## src/rtl/cat_trace_capture.sv

```systemverilog
// Trace capture beside the cat controller: FIFO of non-zero output cycles,
// y17 payload counter with sticky alarm. Optional macro: CAT_TRACE_TIMESTAMP_EN.
// Ports:
//   clk, rst            clock, async active-high reset
//   cap_en              record push enable (counters always run)
//   x_in[10:0]          controller inputs
//   y_in[21:0]          controller outputs
//   rec_data/valid/ready  head record handshake (REC_W = 33 or 49)
//   fill[6:0]           FIFO occupancy
//   ovf, drop_cnt       sticky overflow, saturating drop count
//   pay_cnt, alarm      saturating y17 count, sticky alarm
module cat_trace_capture #(
  parameter int unsigned DEPTH    = 8,
  parameter int unsigned ALARM_TH = 5,
`ifdef CAT_TRACE_TIMESTAMP_EN
  localparam int unsigned REC_W   = 49
`else
  localparam int unsigned REC_W   = 33
`endif
) (
  input  logic             clk,
  input  logic             rst,
  input  logic             cap_en,
  input  logic [10:0]      x_in,
  input  logic [21:0]      y_in,
  output logic [REC_W-1:0] rec_data,
  output logic             rec_valid,
  input  logic             rec_ready,
  output logic [6:0]       fill,
  output logic             ovf,
  output logic [7:0]       drop_cnt,
  output logic [7:0]       pay_cnt,
  output logic             alarm
);

  localparam int unsigned AW = $clog2(DEPTH);

  logic [REC_W-1:0] mem_q [DEPTH];
  logic [AW-1:0]    rd_q, rd_d, wr_q, wr_d;
  logic [6:0]       fill_q, fill_d;
  logic [REC_W-1:0] rec_q, rec_d;
  logic             vld_q;
  logic             ovf_q, ovf_d;
  logic [7:0]       drop_q, drop_d;
  logic [7:0]       pay_q, pay_d;
  logic             alarm_q, alarm_d;
  logic [REC_W-1:0] rec_new;
  logic             push_req, pop, full, push_ok;

`ifdef CAT_TRACE_TIMESTAMP_EN
  logic [15:0] ts_q;

  always_ff @(posedge clk or posedge rst) begin
    if (rst) ts_q <= '0;
    else     ts_q <= ts_q + 16'd1;
  end

  assign rec_new = {ts_q, x_in, y_in};
`else
  assign rec_new = {x_in, y_in};
`endif

  assign push_req = cap_en && (y_in != '0);
  assign pop      = vld_q && rec_ready;
  assign full     = (fill_q == 7'(DEPTH));
  // When full, a same-edge pop frees the slot the push lands in.
  assign push_ok  = push_req && (!full || pop);

  always_comb begin
    rd_d    = rd_q + AW'(pop);
    wr_d    = wr_q + AW'(push_ok);
    fill_d  = fill_q + {6'd0, push_ok} - {6'd0, pop};
    ovf_d   = ovf_q;
    drop_d  = drop_q;
    pay_d   = pay_q;
    rec_d   = rec_q;
    if (push_req && full && !pop) begin
      ovf_d = 1'b1;
      if (drop_q != 8'hFF) drop_d = drop_q + 8'd1;
    end
    if (y_in[16] && pay_q != 8'hFF) pay_d = pay_q + 8'd1;
    alarm_d = alarm_q || (pay_d >= 8'(ALARM_TH));
    // Next head comes from storage, or from the record being written
    // when that record lands in the head slot.
    if (fill_d != '0) begin
      if (push_ok && rd_d == wr_q) rec_d = rec_new;
      else                         rec_d = mem_q[rd_d];
    end
  end

  always_ff @(posedge clk) begin
    if (push_ok) mem_q[wr_q] <= rec_new;
  end

  always_ff @(posedge clk or posedge rst) begin
    if (rst) begin
      rd_q    <= '0;
      wr_q    <= '0;
      fill_q  <= '0;
      rec_q   <= '0;
      vld_q   <= 1'b0;
      ovf_q   <= 1'b0;
      drop_q  <= '0;
      pay_q   <= '0;
      alarm_q <= 1'b0;
    end else begin
      rd_q    <= rd_d;
      wr_q    <= wr_d;
      fill_q  <= fill_d;
      rec_q   <= rec_d;
      vld_q   <= (fill_d != '0);
      ovf_q   <= ovf_d;
      drop_q  <= drop_d;
      pay_q   <= pay_d;
      alarm_q <= alarm_d;
    end
  end

  assign rec_data  = rec_q;
  assign rec_valid = vld_q;
  assign fill      = fill_q;
  assign ovf       = ovf_q;
  assign drop_cnt  = drop_q;
  assign pay_cnt   = pay_q;
  assign alarm     = alarm_q;

endmodule

```

## config.mk

```make
export PLATFORM = sky130hd
export DESIGN_NAME = cat_trace_capture
export DESIGN_NICKNAME = d
export VERILOG_FILES = /design/src/rtl/cat_trace_capture.sv
export SDC_FILE = /design/constraint.sdc
export NUM_CORES = 1
export LEC_CHECK = 0
export BUFFER_PORTS_ARGS = -buffer_cell sky130_fd_sc_hd__buf_2
export CAP_MARGIN = 20
export CORE_UTILIZATION = 50
export CTS_CLUSTER_SIZE = 30
export DETAILED_ROUTE_END_ITERATION = 8
export PLACE_DENSITY = 0.68
export SLEW_MARGIN = 20
export SYNTH_ARGS = -nofsm -noshare
export SYNTH_HDL_FRONTEND = slang
export SYNTH_SLANG_ARGS = --single-unit
```

## constraint.sdc

```tcl
create_clock -name clk -period 7 [get_ports clk]
set_clock_uncertainty 0.1 [all_clocks]
set_input_delay 0.7 -clock clk [delete_from_list [all_inputs] [get_ports clk]]
set_output_delay 0.7 -clock clk [all_outputs]
set_load 0.01 [all_outputs]
```

==> flow_metrics.env <==
export IMPL_synth_seq_cells=329
export IMPL_clk_insertion_delay_late_ps=510
export IMPL_worst_slew_pin_slew_ps=1050
export IMPL_finalSetupViolations=0
export IMPL_peakVddDrop_v=0.000252
export IMPL_worstSetupEndpointType="register"
export IMPL_finalSetupTns_ps=0
export IMPL_synthesis_area_sq_mm=0.0135
export IMPL_cts_resized=0
export IMPL_r2r_cells=13
export IMPL_slowest_stage="or4_2"
export IMPL_drt_drc_violations_left=5
export IMPL_synth_top_cell_area_share_pct=58.9
export IMPL_wl_um=26800
export IMPL_fin_crit_ps=5560
export IMPL_status="finished with violations"
export IMPL_clkSlewWorstSetupHoldPaths_ps=60
export IMPL_hold_viol=0
export IMPL_ys_top_cells_by_count="edfxtp_1 (264), mux4_2 (66), dfrtp_1 (65), mux2_2 (46), mux2_4 (29)"
export IMPL_die_area_sq_mm=0.0276
export IMPL_crit_arrival_ps=5840
export IMPL_postCtsSetupBuffers=0
export IMPL_cts_tree="done"
export IMPL_cts_made_buffers=35
export IMPL_synthCells=662
export IMPL_htree_levels=2
export IMPL_core_sq_mm=0.0262
export IMPL_numClockSinks=329
export IMPL_drive_above_1_share_pct=39.5
export IMPL_num_fill_cells=1904
export IMPL_cp_start_kind="input port"
export IMPL_cap_viol_max_count=0
export IMPL_relSlewSlack_pct=29.9
export IMPL_holdBufCountCts=0
export IMPL_synth_most_common_cell="edfxtp_1"
export IMPL_antenna_found_initial=1
export IMPL_power_leakage_nw=5.60
export IMPL_path_cells="buf_2, nor4_1, nand4_1, o41ai_4, nand2b_1, o21ai_0, ha_1, fa_1, a21o_1, a21oi_1, or3_1, nand3_1, or4_2, buf_4, mux2_4"
export IMPL_yosys_area_top_type="edfxtp_1"
export IMPL_stdcell_count=1143
export IMPL_reg2reg_from="rec_valid"
export IMPL_p_per_area_mw_per_mm2=476
export IMPL_rrSetupSlack_ps=2290
export IMPL_regToRegEndpoint="rec_data[19]"
export IMPL_ant_nets=0
export IMPL_dp_hpwl_um=15200
export IMPL_wl_per_cell_um=23.5
export IMPL_async_flop_share_pct=19.8
export IMPL_synth_edf_count=264
export IMPL_grt_use_total_pct=20.1
export IMPL_first_iter_violations=543
export IMPL_syn_num_nets=714
export IMPL_fmax_ghz=0.180
export IMPL_cp_startpoint="y_in[17]"
export IMPL_crit_required_ps=7280
export IMPL_synth_ff_type="edfxtp_1"
export IMPL_grt_pass1_vias=7125
export IMPL_die_width_um=166
export IMPL_start_util_pct=51.4
export IMPL_slew_viol_final=0
export IMPL_grt_max_degree=66
export IMPL_gp_congestion=0.808
export IMPL_syn_avg_cell_area_sq_um=20.3
export IMPL_slowest_delay_ps=1050
export IMPL_antennaDiodeCount=0
export IMPL_clock_path_buffers=3
export IMPL_yosys_warnings=0
export IMPL_netlist_top_cells_area="edfxtp_1 (59%), dfrtp_1 (12%), mux4_2 (11%)"
export IMPL_dp_cells=1078
export IMPL_std_cell_rows=59
export IMPL_vias_per_cell=5.75
export IMPL_top_level_ports=96
export IMPL_path_class="input port to register"
export IMPL_gr_total_overflow=0
export IMPL_period_share_pct=79.4
export IMPL_first_pass_iters=8
export IMPL_fin_util_pct=59.3
export IMPL_nNetsFinal=833
export IMPL_area_growth_pct=15.4
export IMPL_path_max_fanout=18
export IMPL_grt_pass1_wl_um=41700
export IMPL_cts_root_buf="clkbuf_16"
export IMPL_rsz0062_at_grt="no"
export IMPL_via_count=6575
export IMPL_io_buffers=95
export IMPL_seq_area_frac_synth_pct=71.0
export IMPL_yosysUniqueCellTypes=48
export IMPL_die_y_um=166
export IMPL_hold_class="input port to async pin"
export IMPL_violations="design-rule violations"
## stage by stage
stage          hold WS (ps)  area [sq um]  worst slack, ps  power, mW
6_report                368         15500             1440       7.39
5_1_grt                 376         15500             1210       7.78
4_1_cts                 353         15500             1440       7.47
3_5_place_dp            382         14400              916       5.66
3_3_place_gp            373         14400             1100       5.56
2_1_floorplan           375         13500             1710       4.91
## layout make-up
type                       count  area, sq um  area share [%]
clock buffer                  53         1010            6.53
clock inverter                11          116           0.749
inverter                      11         42.5           0.274
multi-input combinational    291         3750            24.2
sequential                   329         9550            61.5
tap                          335          419            2.70
timing repair buffer         113          631            4.06
## worst max-delay path, delay by kind of cell
family / cells / cell delay [ps]
buffers and inverters: 2 / 540
multiplexers: 1 / 330
AO/OA/AOI/OAI: 4 / 1080
AND/OR/NAND/NOR: 6 / 2500
adder cells (fa/ha/maj): 2 / 660
## registers in the layout, summed over array words and instances, names as in the netlist
name,cells
alarm,1
drop_cnt,8
fill,7
mem_q,264
ovf,1
pay_cnt,8
rd_q,3
rec_data,33
rec_valid,1
wr_q,3
## worst max-delay path by stage
stage	end	slack [ps]	cells after the start
2_1_floorplan	mem_q[4][0]	1710	5
3_3_place_gp	rec_data[19]	1100	15
3_5_place_dp	rec_data[17]	920	15
4_1_cts	rec_data[19]	1440	15
5_1_grt	rec_data[20]	1210	15
6_report	rec_data[19]	1440	15
## cells in the final DEF, fill, tap and decap left out, types with 12 or more instances in the layout
master and n:
edfxtp_1 264, buf_2 95, mux4_2 66, dfrtp_1 65, mux2_2 46, clkbuf_16 36
mux2_4 29, mux2_1 26, buf_4 17, xnor2_1 16, ha_1 12, clkbuf_1 12
## logic make-up after synthesis
group           count (synthesis)  synth area share (%)
fa+ha+maj                      15                  1.45
xor+xnor                       21                  1.37
flops                         329                  71.0
compound gates                 27                  1.51
buf+inv                        42                  1.77
mux                           167                  20.3
simple gates                   61                  2.61
## metal layers
| metal | part of all wire (%) | GRT usage [%] | vias up |
|---|---|---|---|
| met5 | 0.048 | 0 | - |
| met4 | 1.7 | 4.71 | 2 |
| met3 | 3.9 | 3.03 | 39 |
| met2 | 50 | 34.5 | 146 |
| met1 | 44 | 27.1 | 3472 |
| li1 | - | - | 2916 |
## power breakdown
group          switching, mW  total (mW)  leakage [nW]  internal [mW]
Sequential             0.198        2.74          3.17           2.54
Clock                  0.715        1.79         0.554           1.08
Combinational           1.29        2.86          1.88           1.57
Total                   2.20        7.39          5.60           5.19
Power figures use the tool's default switching activity.
